===== src/rtl/mem_request_ctrl_if.sv =====
// Purpose: CPU-request and RAM Enable/MFC signal bundle for mem_request_ctrl.
// Latency: none, wiring only.
// Backpressure: none carried here; the controller ignores Req while Busy.
// Ports: slave = controller view (takes the CPU request, drives the RAM side),
//        master = requester/RAM view (drives the request, returns RAM data and MFC).
interface mem_request_ctrl_if;
    logic        Req;
    logic        RW;
    logic [7:0]  Addr;
    logic [1:0]  Size;
    logic        SignExt;
    logic [63:0] WrData;
    logic [63:0] RdData;
    logic        Busy;
    logic        Done;
    logic        Err;
    logic        MemEnable;
    logic        MemReadWrite;
    logic [7:0]  MemAddress;
    logic [1:0]  MemDataSize;
    logic [31:0] MemDataOut;
    logic [31:0] MemDataIn;
    logic        MemMFC;

    modport slave (
        input  Req, RW, Addr, Size, SignExt, WrData, MemDataIn, MemMFC,
        output RdData, Busy, Done, Err,
        output MemEnable, MemReadWrite, MemAddress, MemDataSize, MemDataOut
    );

    modport master (
        output Req, RW, Addr, Size, SignExt, WrData, MemDataIn, MemMFC,
        input  RdData, Busy, Done, Err,
        input  MemEnable, MemReadWrite, MemAddress, MemDataSize, MemDataOut
    );
endinterface


===== src/rtl/mem_request_ctrl.sv =====
// Purpose: turns a one-cycle CPU request into one or two Enable/MFC handshaked RAM word/half/byte beats.
// Latency: >= 1 + 2*(SYNC_STAGES+1) + 2 cycles per single-beat request plus RAM response time; dword repeats the beat.
// Backpressure: Req is only sampled in IDLE; requests arriving while Busy or in the Done cycle are dropped.
// Ports: Clk, Reset_n (synchronous, active low); bus (slave modport) carries the CPU request/response
//        and the RAM Enable/ReadWrite/Address/DataSize/DataOut/DataIn/MFC signals.
module mem_request_ctrl #(
    parameter int TIMEOUT     = 255,
    parameter int SYNC_STAGES = 2
) (
    input  logic               Clk,
    input  logic               Reset_n,
    mem_request_ctrl_if.slave  bus
);
    localparam int TW = $clog2(TIMEOUT + 1);

    typedef enum logic [2:0] {
        S_IDLE, S_SETUP, S_WAIT, S_CAPTURE, S_RELEASE, S_DONE, S_ERROR
    } state_t;

    typedef struct packed {
        logic [7:0]  addr;
        logic [1:0]  size;
        logic [31:0] dout;
    } beat_t;

    state_t      state_q, state_d;
    logic        rw_q, rw_d, sx_q, sx_d, beat_q, beat_d;
    logic [7:0]  addr_q, addr_d;
    logic [1:0]  size_q, size_d;
    logic [63:0] wdat_q, wdat_d, rdat_q, rdat_d;
    logic [TW-1:0] tmo_q, tmo_d;
    logic        busy_q, busy_d, done_q, done_d, err_q, err_d;
    logic        en_q, en_d, mrw_q, mrw_d;
    logic [7:0]  maddr_q, maddr_d;
    logic [1:0]  msize_q, msize_d;
    logic [31:0] mdout_q, mdout_d;
    logic [SYNC_STAGES-1:0] sync_q;
    logic        mfc_s;
    beat_t       bf;

    assign mfc_s = sync_q[SYNC_STAGES-1];

    // RAM-side fields of one beat; a dword is two big-endian word beats,
    // the more significant half going to the lower address.
    function automatic beat_t beat_fields(logic [7:0] a, logic [1:0] sz, logic [63:0] wd, logic b);
        beat_t r;
        case (sz)
            2'b00:   r = '{addr: a, size: 2'b00, dout: {24'b0, wd[7:0]}};
            2'b01:   r = '{addr: a, size: 2'b01, dout: {16'b0, wd[15:0]}};
            2'b10:   r = '{addr: a, size: 2'b10, dout: wd[31:0]};
            default: r = '{addr: b ? a + 8'd4 : a, size: 2'b10, dout: b ? wd[31:0] : wd[63:32]};
        endcase
        return r;
    endfunction

    function automatic logic [63:0] fmt_read(logic [1:0] sz, logic sx, logic [31:0] din);
        logic [63:0] r;
        case (sz)
            2'b00:   r = sx ? {{56{din[7]}}, din[7:0]}   : {56'b0, din[7:0]};
            2'b01:   r = sx ? {{48{din[15]}}, din[15:0]} : {48'b0, din[15:0]};
            default: r = {32'b0, din};
        endcase
        return r;
    endfunction

    always_comb begin
        state_d = state_q;
        rw_d    = rw_q;
        sx_d    = sx_q;
        beat_d  = beat_q;
        addr_d  = addr_q;
        size_d  = size_q;
        wdat_d  = wdat_q;
        rdat_d  = rdat_q;
        tmo_d   = tmo_q;
        done_d  = 1'b0;
        err_d   = 1'b0;
        en_d    = en_q;
        mrw_d   = mrw_q;
        maddr_d = maddr_q;
        msize_d = msize_q;
        mdout_d = mdout_q;
        bf      = '0;

        case (state_q)
            S_IDLE: begin
                if (bus.Req) begin
                    rw_d    = bus.RW;
                    sx_d    = bus.SignExt;
                    addr_d  = bus.Addr;
                    size_d  = bus.Size;
                    wdat_d  = bus.WrData;
                    rdat_d  = '0;
                    beat_d  = 1'b0;
                    // Mem fields come straight from the request so they are
                    // already valid during the SETUP cycle.
                    bf      = beat_fields(bus.Addr, bus.Size, bus.WrData, 1'b0);
                    mrw_d   = bus.RW;
                    maddr_d = bf.addr;
                    msize_d = bf.size;
                    mdout_d = bf.dout;
                    state_d = S_SETUP;
                end
            end
            S_SETUP: begin
                en_d    = 1'b1;
                tmo_d   = '0;
                state_d = S_WAIT;
            end
            S_WAIT: begin
                if (mfc_s) begin
                    state_d = S_CAPTURE;
                end else if (tmo_q == TW'(TIMEOUT - 1)) begin
                    en_d    = 1'b0;
                    done_d  = 1'b1;
                    err_d   = 1'b1;
                    state_d = S_ERROR;
                end else begin
                    tmo_d = tmo_q + 1'b1;
                end
            end
            S_CAPTURE: begin
                if (rw_q) begin
                    if (size_q == 2'b11) begin
                        if (beat_q) rdat_d[31:0]  = bus.MemDataIn;
                        else        rdat_d[63:32] = bus.MemDataIn;
                    end else begin
                        rdat_d = fmt_read(size_q, sx_q, bus.MemDataIn);
                    end
                end
                en_d    = 1'b0;
                tmo_d   = '0;
                state_d = S_RELEASE;
            end
            S_RELEASE: begin
                if (!mfc_s) begin
                    if (size_q == 2'b11 && !beat_q) begin
                        beat_d  = 1'b1;
                        bf      = beat_fields(addr_q, size_q, wdat_q, 1'b1);
                        maddr_d = bf.addr;
                        msize_d = bf.size;
                        mdout_d = bf.dout;
                        state_d = S_SETUP;
                    end else begin
                        done_d  = 1'b1;
                        state_d = S_DONE;
                    end
                end else if (tmo_q == TW'(TIMEOUT - 1)) begin
                    done_d  = 1'b1;
                    err_d   = 1'b1;
                    state_d = S_ERROR;
                end else begin
                    tmo_d = tmo_q + 1'b1;
                end
            end
            S_DONE:  state_d = S_IDLE;
            S_ERROR: state_d = S_IDLE;
            default: state_d = S_IDLE;
        endcase

        busy_d = (state_d != S_IDLE);
    end

    always_ff @(posedge Clk) begin
        if (!Reset_n) begin
            state_q <= S_IDLE;
            rw_q    <= 1'b0;
            sx_q    <= 1'b0;
            beat_q  <= 1'b0;
            addr_q  <= '0;
            size_q  <= '0;
            wdat_q  <= '0;
            rdat_q  <= '0;
            tmo_q   <= '0;
            busy_q  <= 1'b0;
            done_q  <= 1'b0;
            err_q   <= 1'b0;
            en_q    <= 1'b0;
            mrw_q   <= 1'b0;
            maddr_q <= '0;
            msize_q <= '0;
            mdout_q <= '0;
            sync_q  <= '0;
        end else begin
            state_q <= state_d;
            rw_q    <= rw_d;
            sx_q    <= sx_d;
            beat_q  <= beat_d;
            addr_q  <= addr_d;
            size_q  <= size_d;
            wdat_q  <= wdat_d;
            rdat_q  <= rdat_d;
            tmo_q   <= tmo_d;
            busy_q  <= busy_d;
            done_q  <= done_d;
            err_q   <= err_d;
            en_q    <= en_d;
            mrw_q   <= mrw_d;
            maddr_q <= maddr_d;
            msize_q <= msize_d;
            mdout_q <= mdout_d;
            sync_q  <= {sync_q[SYNC_STAGES-2:0], bus.MemMFC};
        end
    end

    assign bus.RdData       = rdat_q;
    assign bus.Busy         = busy_q;
    assign bus.Done         = done_q;
    assign bus.Err          = err_q;
    assign bus.MemEnable    = en_q;
    assign bus.MemReadWrite = mrw_q;
    assign bus.MemAddress   = maddr_q;
    assign bus.MemDataSize  = msize_q;
    assign bus.MemDataOut   = mdout_q;
endmodule

===== src/flat_wrapper.sv =====
// flat-port wrapper written by rule: the top's interface ports become plain ports
module mem_request_ctrl_flat 
#(
    parameter int TIMEOUT     = 255,
    parameter int SYNC_STAGES = 2
)
  (Clk, Reset_n, bus_Req, bus_RW, bus_Addr, bus_Size, bus_SignExt, bus_WrData, bus_MemDataIn, bus_MemMFC, bus_RdData, bus_Busy, bus_Done, bus_Err, bus_MemEnable, bus_MemReadWrite, bus_MemAddress, bus_MemDataSize, bus_MemDataOut);
  mem_request_ctrl_if bus_i ();
  input  logic Clk;
  input  logic Reset_n;
  input wire logic [$bits(bus_i.Req)-1:0] bus_Req;
  input wire logic [$bits(bus_i.RW)-1:0] bus_RW;
  input wire logic [$bits(bus_i.Addr)-1:0] bus_Addr;
  input wire logic [$bits(bus_i.Size)-1:0] bus_Size;
  input wire logic [$bits(bus_i.SignExt)-1:0] bus_SignExt;
  input wire logic [$bits(bus_i.WrData)-1:0] bus_WrData;
  input wire logic [$bits(bus_i.MemDataIn)-1:0] bus_MemDataIn;
  input wire logic [$bits(bus_i.MemMFC)-1:0] bus_MemMFC;
  output wire logic [$bits(bus_i.RdData)-1:0] bus_RdData;
  output wire logic [$bits(bus_i.Busy)-1:0] bus_Busy;
  output wire logic [$bits(bus_i.Done)-1:0] bus_Done;
  output wire logic [$bits(bus_i.Err)-1:0] bus_Err;
  output wire logic [$bits(bus_i.MemEnable)-1:0] bus_MemEnable;
  output wire logic [$bits(bus_i.MemReadWrite)-1:0] bus_MemReadWrite;
  output wire logic [$bits(bus_i.MemAddress)-1:0] bus_MemAddress;
  output wire logic [$bits(bus_i.MemDataSize)-1:0] bus_MemDataSize;
  output wire logic [$bits(bus_i.MemDataOut)-1:0] bus_MemDataOut;
  assign bus_i.Req = bus_Req;
  assign bus_i.RW = bus_RW;
  assign bus_i.Addr = bus_Addr;
  assign bus_i.Size = bus_Size;
  assign bus_i.SignExt = bus_SignExt;
  assign bus_i.WrData = bus_WrData;
  assign bus_i.MemDataIn = bus_MemDataIn;
  assign bus_i.MemMFC = bus_MemMFC;
  assign bus_RdData = bus_i.RdData;
  assign bus_Busy = bus_i.Busy;
  assign bus_Done = bus_i.Done;
  assign bus_Err = bus_i.Err;
  assign bus_MemEnable = bus_i.MemEnable;
  assign bus_MemReadWrite = bus_i.MemReadWrite;
  assign bus_MemAddress = bus_i.MemAddress;
  assign bus_MemDataSize = bus_i.MemDataSize;
  assign bus_MemDataOut = bus_i.MemDataOut;
  mem_request_ctrl #(.TIMEOUT(TIMEOUT), .SYNC_STAGES(SYNC_STAGES)) u_core (.Clk(Clk), .Reset_n(Reset_n), .bus(bus_i));
endmodule

===== config.mk =====
export PLATFORM = sky130hd
export DESIGN_NAME = mem_request_ctrl_flat
export DESIGN_NICKNAME = d
export VERILOG_FILES = /design/src/rtl/mem_request_ctrl_if.sv /design/src/rtl/mem_request_ctrl.sv /design/src/flat_wrapper.sv
export SDC_FILE = /design/constraint.sdc
export NUM_CORES = 1
export LEC_CHECK = 0
export CAP_MARGIN = 20
export CORE_ASPECT_RATIO = 1.5
export CORE_MARGIN = 2
export CORE_UTILIZATION = 39
export DETAILED_ROUTE_END_ITERATION = 16
export HOLD_SLACK_MARGIN = 0.1
export PLACE_DENSITY = 0.69
export SKIP_LAST_GASP = 1
export SLEW_MARGIN = 20
export SYNTH_ARGS = -nofsm -noshare
export SYNTH_HDL_FRONTEND = slang
export SYNTH_SLANG_ARGS = --single-unit

===== constraint.sdc =====
create_clock -name Clk -period 1.7 [get_ports Clk]
set_input_delay 0.255 -clock Clk [delete_from_list [all_inputs] [get_ports Clk]]
set_output_delay 0.255 -clock Clk [all_outputs]
set_load 0.1 [all_outputs]

==> results of run 1 <==
## worst reg2reg max path, stage by stage (launching register included)
cell,delay (ns)
dfxtp_2,0.33
buf_6,0.12
or3b_4,0.41
a21oi_4,0.17
buf_6,0.17
nand3_4,0.16
o32ai_1,0.33
## worst paths after layout
| kind | to | slack [ns] | cells after the start |
|---|---|---|---|
| min | u_core.bus.MemAddress[3] | 0.26 | 2 |
| min reg2reg | u_core.sync_q[1] | 0.44 | 1 |
| max | u_core.bus.RdData[22] | -0.07 | 6 |
| max reg2reg | u_core.bus.RdData[22] | -0.07 | 6 |
## routing by layer
metal / vias to the layer above / share of wire, % / GRT usage (%) / wire length [um]
li1: 4090 / - / - / -
met1: 4169 / 37 / 27.20 / 11000
met2: 281 / 55 / 46.02 / 16230
met3: 68 / 4.7 / 4.899 / 1389
met4: 0 / 3.9 / 11.17 / 1154
met5: - / 0 / 0 / 0
## cell usage in the layout, fill, tap and decap left out, types with 5 or more instances in the layout
cell and count:
o21ai_0 39, a21boi_2 9, buf_12 124, a21oi_1 27
a22o_1 8, a21boi_0 68, a311o_1 9, mux2_2 25
o211a_1 20, o221ai_1 23, o21ai_1 8, dfxtp_1 163
o21a_1 29, buf_4 86, nor3_1 25, nor4_1 5
a2111o_1 6, buf_16 5, clkdlybuf4s50_1 109, a21boi_1 29
nand2_2 11, clkbuf_16 22, o2111ai_1 8, nand2_1 151
nor2_1 27, a32oi_2 9, nand3_1 34, o32ai_1 6
inv_6 5, buf_6 24, nand4_1 12, a41o_1 6
## power by group
| part | switching (uW) | internal [uW] |
|---|---|---|
| logic | 2230 | 1690 |
| registers | 231 | 4180 |
| clock network | 1720 | 2390 |
## sequential cells by signal, summed over array words and instances, names as in the netlist
register,flops
u_core.beat_q,1
u_core.bus.RdData,64
u_core.sx_q,1
u_core.addr_q,8
u_core.bus.Busy,1
u_core.state_q,3
u_core.wdat_q,32
u_core.rw_q,1
u_core.bus.MemAddress,8
u_core.bus.MemDataSize,2
u_core.size_q,2
u_core.sync_q,2
u_core.bus.Err,1
u_core.bus.MemEnable,1
u_core.tmo_q,8
u_core.bus.Done,1
u_core.bus.MemDataOut,32
## final cells by class
class / count / area [um^2]
inverters: 5 / 22.52
diodes: 1 / 2.502
repair buffers: 358 / 4817
well taps: 268 / 335.3
fillers: 1592 / 6842
flip-flops and latches: 168 / 3372
clock inverters: 13 / 181.4
multi-input cells: 686 / 4890
clock buffers: 18 / 439.2
## per-stage QoR
| step | hold WS (ns) | area (um^2) | TNS [ns] | std cells | util (%) |
|---|---|---|---|---|---|
| after floorplan | 0.3823 | 8230 | 0 | 960 | - |
| after global placement | 0.4307 | 12380 | -50.81 | 1448 | 59.25 |
| after detailed placement | 0.4339 | 12380 | -57.15 | 1448 | 59.25 |
| after CTS | 0.2372 | 13400 | -1.047 | 1500 | 64.10 |
| after global routing | 0.2636 | 14060 | -6.733 | 1517 | 67.27 |
| final | 0.2607 | 14060 | -1.357 | 1517 | 67.27 |
## synthesized netlist by cell type, types with 12 or more instances
library cell	n
a21boi_0	99
nand4_1	12
o211a_1	20
nor3_1	25
o21ai_0	46
nand2_1	166
a21oi_1	30
o221ai_1	23
buf_2	26
dfxtp_1	168
clkbuf_1	65
nand3_1	36
mux2_2	25
o21a_1	29
a32oi_1	16
nor2_1	31
## repair_timing
item | CTS | global route
gates cloned | 4 | 9
hold buffers | 0 | 0
pin swaps | 14 | 40
setup endpoints to repair | 151 | 152
setup buffers | 17 | 8
gates resized for setup | 52 | 116
## cell families (layout without fill, tap and decap cells)
kind of cell / Yosys count / after routing / synth area share, %
AO/OA/AOI/OAI: 336 / 338 / 31.10
XOR/XNOR: 4 / 4 / 0.4259
adder cells (fa/ha/maj): 3 / 3 / 0.4563
buffers and inverters: 108 / 394 / 5.688
flip-flops: 168 / 168 / 40.88
multiplexers: 26 / 26 / 3.544
other: 0 / 1 / 0
AND/OR/NAND/NOR: 315 / 315 / 17.90
==> run metrics, run 1 <==
Initial Util 39.36%; Critical Path Most Common Cell buf_6; Yosys reg bits approximately 170; DP Worst Slack -0.5311 ns; root buffer cell clkbuf_16; Post-synth EDFFs 0; die width 122.6 um; Syn Nets approximately 1100; Worst-Skew Late Latency 0.43 ns; Avg Vias per Cell 5.674; Pins Over Slew Limit 0; Syn. warnings 0; gpl congestion a little under 0.9; minimum clock period 1.773 ns; Worst EP arrival about 2.1 ns; CP Data Required Time 2.03 ns; Final Cycle Share 104.3%; Min-Delay Path Class in2reg; pin count of the biggest net entering global routing 61; critical path launch point type flop; failing checks negative setup slack; fraction of layout cells with a size suffix above 1 31.57%; delay-heaviest family, CP simple AND/OR/NAND/NOR gates; drt wl/cell around 20 um; Nets 1351; clock slew at reported path FFs 0.07 ns; RSZ-0062 raised after global routing true; total die area 22300 um^2; H-tree depth 4; critical path cell sequence buf_6 -> or3b_4 -> a21oi_4 -> buf_6 -> nand3_4 -> o32ai_1; gr ovfl total 0; kind of critical path reg2reg; DR iter-0 viols approximately 490; slew of the pin with the lowest slew margin between 0.4 and 0.5 ns; CTS max path bufs 2; Hold Vio Cnt, Final 0; critical path endpoint category flop; Critical Path Fanout Max 9; crit path from u_core.state_q[1]; post-DP HPWL 19570 um; CTS tree done; Port Buffers 222; number of remaining DRC errors 0; worst setup margin -0.07307 ns; vias in the first global route between 8000 and 9000; status finished, violations left; Netlist cell types 64; DRT Pass-1 Iters 5; worst flop-to-flop path startpoint u_core.state_q[1]; all-layer global routing usage about 25%; slowest cell on the critical path or3b_4; Power Density 884.9 nW/um^2; top-area cell type share of the netlist area 40.88%; Rows 65; IO Pins 223; Max Fclk 564.0 MHz; Clock Sink Count 168; max_slew headroom 69.20%; Final ANT Viol Nets 0; Die Height 181.9 um; clock skew 0.01387 ns; Mean Syn Cell Area between 8 and 9 um^2; total number of vias about 8600; leading area contributor after synthesis dfxtp_1; CP peak stage delay 0.41 ns; first-pass GRT wire length 44040 um; Gate Count Post-Synth 960; CTS Buf Count 17; sequential element share of the synthesized area 40.88%; Final Power between 10000 and 15000 uW; top post-synthesis cells by area dfxtp_1 (41%), a21boi_0 (9.0%), nand2_1 (7.6%); hold_sp Reset_n; CORE AREA 20900 um^2; endpoints failing setup 44; Most used DFF post-synth dfxtp_1; Worst VDD drop about 0.68 mV; Post-Synthesis Cell Area 8227 um^2; Lkg Pwr 0.005400 uW; worst path bufs/invs 2; Max-cap violations 0; fraction of registers with async set/reset 0%; initial antenna violation count 1; Area growth, synth to finish 70.90%; final wirelength 29780 um
Power figures use the tool's default switching activity.
==> inputs of run 2 (changes only) <==
--- a/config.mk
+++ b/config.mk
@@ -5,6 +5,7 @@
 export SDC_FILE = /design/constraint.sdc
 export NUM_CORES = 1
 export LEC_CHECK = 0
+export ABC_CLOCK_PERIOD_IN_PS = 1700
 export CAP_MARGIN = 20
 export CORE_ASPECT_RATIO = 1.5
 export CORE_MARGIN = 2
==> results of run 2 <==
No change in the layout: final DEF, timing and power equal those of run 1.
==> inputs of run 3 (changes only) <==
--- a/config.mk
+++ b/config.mk
@@ -5,6 +5,7 @@
 export SDC_FILE = /design/constraint.sdc
 export NUM_CORES = 1
 export LEC_CHECK = 0
+export ABC_AREA = 1
 export ABC_CLOCK_PERIOD_IN_PS = 1700
 export CAP_MARGIN = 20
 export CORE_ASPECT_RATIO = 1.5
@@ -12,7 +13,7 @@
 export CORE_UTILIZATION = 39
 export DETAILED_ROUTE_END_ITERATION = 16
 export HOLD_SLACK_MARGIN = 0.1
-export PLACE_DENSITY = 0.69
+export PLACE_DENSITY = 0.7
 export SKIP_LAST_GASP = 1
 export SLEW_MARGIN = 20
 export SYNTH_ARGS = -nofsm -noshare
==> run 3 against run 2 <==
  * The run now ends clean
  * Maximum frequency is 14% higher
  * Die area decreased by 3.6%
  * Global-route usage fell by 2.4 points
  * Synthesized cell count is 24% higher
  * First-iteration DRC count is 4.5% lower
  * Count of clock-buffer cells in the layout fell by 1
  * Clock power shrank 5%
  * Register-to-register slack improved by 0.21 ns
  * Power grew 0.76%
  * Hold slack lost 0.071 ns
  * Sequential power grew 4%
==> run metrics, run 3 <==
status completed; IO Pins 223; Syn Nets 1302; slew of the pin with the lowest slew margin 0.6496 ns; total die area ~22000 um^2; fraction of registers with async set/reset 0%; Initial Util about 40%; Yosys reg bits between 150 and 200; Critical Path Fanout Max 16; Rows 63; Netlist cell types 30; clock slew at reported path FFs 0.07 ns; Most used DFF post-synth dfxtp_1; RSZ-0062 raised after global routing false; top-area cell type share of the netlist area between 40% and 50%; Area growth, synth to finish 55.73%; Hold Vio Cnt, Final 0; Worst-Skew Late Latency 0.44 ns; CTS max path bufs 2; multi-input logic area 3837 um^2; Post-Synthesis Cell Area between 7000 and 8000 um^2; Pins Over Slew Limit 0; Flop pwr share 36.5%; Syn. warnings 0; Mean Syn Cell Area roughly 6.7 um^2; die width approximately 120 um; DR iter-0 viols 470; Final Cycle Share 91.76%; root buffer cell clkbuf_16; clock skew approximately 0.012 ns; Lkg Pwr 0.005291 uW; commonest non-fill, non-tap cells in the layout nand2_1 (273), nor2_1 (167), dfxtp_1 (164); Post-synth EDFFs 0; most instantiated cells after synthesis nand2_1 (275), nor2_1 (169), dfxtp_1 (168), a21oi_1 (133), o21ai_0 (132); all-layer global routing usage between 20% and 30%; fraction of layout cells with a size suffix above 1 16.81%; Nets ~1500; Avg Vias per Cell ~5; DRT Pass-1 Iters 5; leading area contributor after synthesis dfxtp_1; Clock Sink Count around 170; kind of critical path reg2reg; Port Buffers 222; endpoints failing setup 0; most common cell in the synthesized netlist nand2_1; Internal 7973 uW; gpl congestion 0.8243; gr ovfl total 0; top post-synthesis cells by area dfxtp_1 (42%), nand2_1 (13%), a21oi_1 (8.4%); CP Data Required Time 2.06 ns; Sw Share 36.40%; clock share of power between 30% and 40%; critical path endpoint category flop; Max Fclk 641.1 MHz; critical path launch point type flop; Net Sw Power ~4600 uW; CTS tree done; Min-Delay Path Class in2reg; total number of vias around 8400; CTS Buf Count 17; sequential element share of the synthesized area 42.44%; Min Hold Slack 0.1899 ns; max_slew headroom 56.53%; Die Height 178.6 um; Comb pwr share 32.3%; minimum clock period 1.560 ns; number of remaining DRC errors 0; Worst VDD drop 0.5448 mV; first-pass GRT wire length 39210 um; vias in the first global route 8115; final wirelength 24220 um; drt wl/cell 14.48 um; Max-cap violations 0; register area 3368 um^2; pin count of the biggest net entering global routing between 50 and 60; post-DP HPWL between 15000 and 20000 um; Power Density 1016 nW/um^2; H-tree depth 4; initial antenna violation count 1; filler cell count 1783; most common cell after layout, fill and taps aside nand2_1; CORE AREA 19860 um^2; Gate Count Post-Synth 1187; Final Power 12540 uW; Final ANT Viol Nets 0; Largest register FFs 64; Worst EP arrival between 1.5 and 2 ns
[run 3: cell count changes after synthesis, moves of 35 or more]
cell | before | now
o21ai_0 | 46 | 132
nor2_1 | 31 | 169
a21boi_0 | 99 | 0
inv_1 | 5 | 82
nand3_1 | 36 | 71
nand2_1 | 166 | 275
a21oi_1 | 30 | 133
[run 3: metal layers]
layer,wire length (um),GRT usage [%],vias to the layer above
li1,-,-,4236
met5,0,0,-
met1,9203,24.87,3862
met4,727,9.109,0
met2,12970,41.76,270
met3,1314,5.019,49
[run 3: final timing paths]
path,slack (ns),to,start,cells past startpoint
min,0.19,u_core.bus.MemDataOut[0],Reset_n,3
min reg2reg,0.45,u_core.wdat_q[16],u_core.wdat_q[16],2
max,0.14,u_core.bus.RdData[18],u_core.size_q[0],7
max reg2reg,0.14,u_core.bus.RdData[18],u_core.size_q[0],7
[run 3: critical path: stages, from the launching register on]
cell      delay [ns]
dfxtp_2         0.43
nand2_2         0.17
clkinv_2        0.15
nand3_1         0.13
nand2_2         0.15
buf_4           0.23
nand2_1         0.07
a21oi_1         0.16
[run 3: stage by stage]
step | utilization, % | setup WS, ns | cells | setup TNS, ns | area, um^2
finish | 62.13 | 0.1401 | 1672 | 0 | 12340
global route | 62.12 | 0.008999 | 1671 | 0 | 12340
CTS | 61.89 | 0.07242 | 1667 | 0 | 12290
detailed placement | 58.89 | -0.1728 | 1636 | -1.737 | 11700
global placement | 58.89 | -0.1249 | 1636 | -1.348 | 11700
floorplan | - | 0.1994 | 1187 | 0 | 7926
[run 3: final cells by class]
class,instances,area share (%)
Antenna cell,2,0.04055
Clock buffer,17,3.447
Clock inverter,14,1.338
Inverter,93,2.879
Multi-Input combinational cell,846,31.09
Sequential cell,168,27.29
Tap cell,260,2.636
Timing Repair Buffer,272,31.28
[run 3: cell families after synthesis]
family / share of synthesized area [%]
simple gates: 29.55
compound gates: 17.59
buf+inv: 9.394
flops: 42.44
xor+xnor: 0.5525
fa+ha+maj: 0.4737
[run 3: power groups by stage]
stage / clock, uW / combinational [uW] / sequential, uW
after floorplan: 0 / 1100 / 5940
final: 3920 / 4050 / 4570
after global placement: 0 / 3990 / 4650
after global routing: 4150 / 4310 / 4610
after detailed placement: 0 / 4030 / 4660
after CTS: 3980 / 4040 / 4570
[run 3: what timing repair did]
| action | in CTS | in global routing |
|---|---|---|
| setup endpoints to repair | 12 | 64 |
| buffers inserted | 0 | 3 |
| gates resized for setup | 3 | 8 |
| pin swaps | 0 | 2 |
| hold buffers | 0 | 0 |
| endpoints found under the hold margin | 0 | 0 |
==> variant 1: new RTL, config.mk and constraints of run 2 <==
The 7 states of `state_t` get a one-hot encoding in 7 bits.
--- a/src/rtl/mem_request_ctrl.sv
+++ b/src/rtl/mem_request_ctrl.sv
@@ -14,6 +14,6 @@
     localparam int TW = $clog2(TIMEOUT + 1);
 
-    typedef enum logic [2:0] {
-        S_IDLE, S_SETUP, S_WAIT, S_CAPTURE, S_RELEASE, S_DONE, S_ERROR
+    typedef enum logic [6:0] {
+        S_IDLE = 7'b0000001, S_SETUP = 7'b0000010, S_WAIT = 7'b0000100, S_CAPTURE = 7'b0001000, S_RELEASE = 7'b0010000, S_DONE = 7'b0100000, S_ERROR = 7'b1000000
     } state_t;
 
Formal check against the unedited RTL: same outputs for any inputs over 4 cycles, from zero or initial values and one cycle with Reset_n low; so few cycles prove little.
==> variant 1 against run 2 <==
- the run still ends with negative setup slack left
- global-route usage is 0.96 points lower
- first-iteration DRC count is 14% lower
- die area is 6.0% lower
- core utilization is 4.5 points higher
- via count is 8.9% lower
- setup slack worse by 300 ps
- cell area is 0.24% higher
- area after synthesis is 6.2% lower
- sequential cell count is 4 higher
- clock skew is 3.4 ps lower
- total power is 11% lower
- routed wire length is 4.8% lower
- worst hold slack worse by 130 ps
- maximum frequency is 14% lower
- largest power group unchanged
==> variant 1: results (changes against run 2) <==
[outcome]
outcome = finished, violations left
violations = negative setup slack

[power_and_ir_drop]
vdd_drop_max_mv = 0.531  ; -22%
power.static_leakage_nw = 5.36  ; -0.81%
comb_power_share_pct = 26.3  ; -5.2 points
switching_share_pct = 31.7  ; -2.0 points
p_total_mw = 11.1  ; -11%
clockPowerShare_pct = 34.3  ; +1.3 points

[routing]
met2_length_um = 15200  ; -6.3%
vias = 7843  ; -8.9%
via_per_inst = 5.50  ; -3.0%
route.met3.wl_um = 1780  ; +28%
wl_met1_um = 10200  ; -6.9%
drtPass1Iterations = 4  ; -1
drt_iter0_markers = 422  ; -14%
wl_per_cell_um = 19.9  ; +1.4%

[synth]
synthTopCellsByArea = dfxtp_1 45%, a21boi_0 9.8%, nand2_1 7.6%
yosysSeqAreaShare_pct = 44.6  ; +3.7 points
syn_nets = 979  ; -8.9%
synth-adder-area-share_pct = 0.486  ; +0.030 points
synthDistinctLibCells = 59  ; -7.8%
synthCells = 864  ; -10%
synth_compound_area_share_pct = 25.7  ; -5.4 points
synthMuxAreaShare_pct = 3.78  ; +0.23 points
synth_xor_area_share_pct = 0.794  ; +0.37 points

[grt]
grtUsageMet2_pct = 43.9  ; -2.1 points
grt_max_degree = 50  ; -18%
grt_pass1_wl_um = 40100  ; -8.9%
grt_usage_pct = 24.1  ; -0.96 points
met3_usage_pct = 7.40  ; +2.5 points
grt_util_met1_pct = 25.3  ; -1.9 points
grt_pass1_vias = 7664  ; -7.5%

[clock_tree]
post_cts_buffers = 14  ; -3
post_cts_resized = 103  ; +98%

[critical_path]
cp_slowest_stage_delay_ps = 580  ; +170 ps
arrival_ps = 2440  ; +340 ps
slowest_stage = or4_4
r2r-start = u_core.state_q[2]
reg2reg_depth = 7  ; +1
critPathMaxFanout = 5  ; -4

[timing]
fin_worst_skew_ps = 10.5  ; -3.37 ps
tns_ps = -40860  ; -39500 ps
whs_ps = 130  ; -131 ps
timing.final.ws_setup_ps = -372  ; -299 ps
slew_headroom_pct = 18.7  ; -51 points
setup_viol = 166  ; +280%

[worst_hold_path]
whs_path_depth = 3  ; +1

[finish]
final_nets = 1267  ; -6.2%
largest_reg_flops = 64  ; unchanged
n_fill_cell = 1315  ; -17%
layout-drive-gt1-share_pct = 41.3  ; +9.8 points

[place]
dpl.cell_count = 1350  ; -6.8%
place_hpwl_um = 17300  ; -11%
placed_area_um2 = 11800  ; -4.4%
gp_congestion = 0.844  ; -2.9%
place_ws_ps = -606  ; -74.9 ps

variant 1: cell types whose count changed after synthesis, sizes merged, moves of 16 or more:
cell | run 2 | this run
o2bb2ai | 0 | 39
o21ai | 47 | 19
o21a | 29 | 3
o221ai | 23 | 0
nand2b | 4 | 21
nor3 | 25 | 8
buf | 38 | 22
o211a | 20 | 4
variant 1: cell families (layout without fill, tap and decap cells):
logic type                 count (synthesis)  in the layout
muxes                                     26             26
DFF                                      172            172
and+or+nand+nor                          307            311
AOI/OAI and AO/OA                        263            264
other                                      0              1
xor gates and xnor gates                   7              7
buffers and inverters                     86            381
adders and majority gates                  3              3
variant 1: final cells by class:
| class | count | share of cell area [%] |
|---|---|---|
| repair buffers | 345 | 33.4 |
| well taps | 260 | 2.31 |
| inverters | 5 | 0.133 |
| diodes | 1 | 0.0178 |
| flip-flops and latches | 172 | 24.5 |
| clock buffers | 20 | 3.24 |
| clock inverters | 11 | 0.790 |
| multi-input cells | 611 | 35.6 |
==> variant 2: new RTL, config.mk and constraints of run 2 <==
Made on the original files. `TIMEOUT` is set to 255 in 2 places; all go to 510.
--- a/src/rtl/mem_request_ctrl.sv
+++ b/src/rtl/mem_request_ctrl.sv
@@ -5,5 +5,5 @@
 //        and the RAM Enable/ReadWrite/Address/DataSize/DataOut/DataIn/MFC signals.
 module mem_request_ctrl #(
-    parameter int TIMEOUT     = 255,
+    parameter int TIMEOUT     = 510,
     parameter int SYNC_STAGES = 2
 ) (
--- a/src/flat_wrapper.sv
+++ b/src/flat_wrapper.sv
@@ -2,5 +2,5 @@
 module mem_request_ctrl_flat 
 #(
-    parameter int TIMEOUT     = 255,
+    parameter int TIMEOUT     = 510,
     parameter int SYNC_STAGES = 2
 )
Formal check against the unedited RTL: no difference found for any inputs over 4 cycles, from zero or initial values and one cycle with Reset_n low; that may be too few to reach the edited logic, so the function may still have changed.
==> variant 2 against run 2 <==
- the run still ends with negative setup slack left
- routed wire length fell by 16%
- cell area fell by 9.2%
- total power fell by 7.6%
- area after synthesis fell by 6.3%
- non-clock buffer count fell by 47
- cell count fell by 8.5%
- first-iteration DRC count fell by 11%
- sequential cell count rose by 1
- setup slack improved by 33 ps
- critical path type unchanged
==> variant 2: results (changes against run 2) <==
[routing]
wl_per_cell_um = 18.0  ; -8.5%

[synth]
synthCells = 863  ; -10%
yosysSeqAreaShare_pct = 43.9  ; +3.0 points
synthTopCellsByArea = dfxtp_1 44%, nand2_1 7.2%, a21boi_0 6.0%
synthDistinctLibCells = 60  ; -6.3%
ys_top_cells_by_count = 169 x dfxtp_1, 148 x nand2_1, 62 x a21boi_0, 47 x nor2_1, 39 x clkbuf_1
syn_nets = 978  ; -9.0%

[timing]
timing.final.ws_setup_ps = -40.6  ; +32.5 ps
fin_worst_skew_ps = 11.9  ; -1.99 ps
slew_headroom_pct = 67.8  ; -1.4 points
setup_viol = 16  ; -64%

[critical_path]
critPathMaxFanout = 8  ; -1
slowest_stage = a21boi_4
crit_family = compound AO/OA/AOI/OAI gates

[power_and_ir_drop]
power.static_leakage_nw = 5.00  ; -7.4%

[finish]
final_nets = 1231  ; -8.9%
n_fill_cell = 1587  ; -0.31%
insertedDiodeCount = 0  ; -1
layout-drive-gt1-share_pct = 27.7  ; -3.9 points

[place]
place_hpwl_um = 16700  ; -15%
dpl.cell_count = 1335  ; -7.8%
gp_congestion = 0.848  ; -2.4%

[outcome]
violations = negative setup slack
outcome = finished, violations left

[grt]
grt_usage_pct = 22.7  ; -2.4 points
grt_pass1_wl_um = 38200  ; -13%
grt_max_degree = 36  ; -41%
antenna_found_initial = 0  ; -1
grt_pass1_vias = 7343  ; -11%

-- variant 2: cell types whose count changed after synthesis, moves of 16 or more --
| cell | change |
|---|---|
| a21boi_0 | -37 |
| clkbuf_1 | -26 |
| nand2_1 | -18 |
| nor2_1 | +16 |
| nor3_1 | -20 |
| o21a_1 | -29 |
| o221ai_1 | -23 |
| o2bb2ai_1 | +33 |
-- variant 2: metal layers --
layer  GRT usage [%]  vias to the layer above  share of wire, %
met5               0                        -                 0
met4            8.23                        0               2.2
met3            5.14                       36               4.8
met2            41.5                      226                54
met1            25.6                     3589                39
li1                -                     3637                 -
-- variant 2: through the flow --
step           TNS [ps]  setup WS (ps)  instance area (µm²)  util, %  power (mW)
2_1_floorplan         0           22.3                 7720        -        6.21
3_3_place_gp     -36280           -296                11600     59.5        7.52
3_5_place_dp     -43010           -380                11600     59.5        7.55
4_1_cts            -181          -29.5                12400     63.6        11.5
5_1_grt           -2270          -82.1                12800     65.3        11.9
6_report           -111          -40.6                12800     65.3        11.5
-- variant 2: power by group --
| part | total (mW) | switching, mW | leakage, nW | internal [mW] |
|---|---|---|---|---|
| sequential | 4.40 | 0.206 | 1.38 | 4.19 |
| combinational | 3.33 | 1.91 | 3.34 | 1.42 |
| clock | 3.77 | 1.72 | 0.278 | 2.05 |
| total | 11.5 | 3.83 | 5.00 | 7.66 |
-- variant 2: final timing paths --
kind | start | to | slack (ps) | cells past startpoint
setup / recovery | u_core.state_q[1] | u_core.bus.RdData[46] | -40 | 8
hold / removal | Reset_n | u_core.sx_q | 180 | 2
setup reg to reg | u_core.state_q[1] | u_core.bus.RdData[46] | -40 | 8
hold reg to reg | u_core.sync_q[0] | u_core.sync_q[1] | 440 | 1
-- variant 2: cell families after synthesis --
| family | share of synthesized area, % |
|---|---|
| multiplexers | 4.03 |
| adder cells (fa/ha/maj) | 0.487 |
| flip-flops | 43.9 |
| AO/OA/AOI/OAI | 27.6 |
| AND/OR/NAND/NOR | 18.4 |
| XOR/XNOR | 0.455 |
| buffers and inverters | 5.12 |
-- variant 2: worst register-to-register path: stages (launching register included) --
cell and delay, ps:
dfxtp_2 340, buf_6 130, buf_4 130, nand3_1 150, a21oi_4 90, buf_12 130, buf_6 120, a21boi_4 370
o2bb2ai_1 190
-- variant 2: area by class of cell --
type	instances	area (µm²)	share of cell area, %
clock buffers	17	425	3.33
clock inverters	14	140	1.10
inverters	6	22.5	0.177
multi-input cells	611	4200	32.9
flip-flops and latches	169	3390	26.6
well taps	260	325	2.55
repair buffers	311	4260	33.3
-- variant 2: repair_timing --
| item | CTS | global route |
|---|---|---|
| setup buffers | 10 | 4 |
| endpoints found under the setup margin | 140 | 124 |
| resized for setup | 24 | 47 |
| cloned | 4 | 4 |
| pin swaps | 18 | 12 |
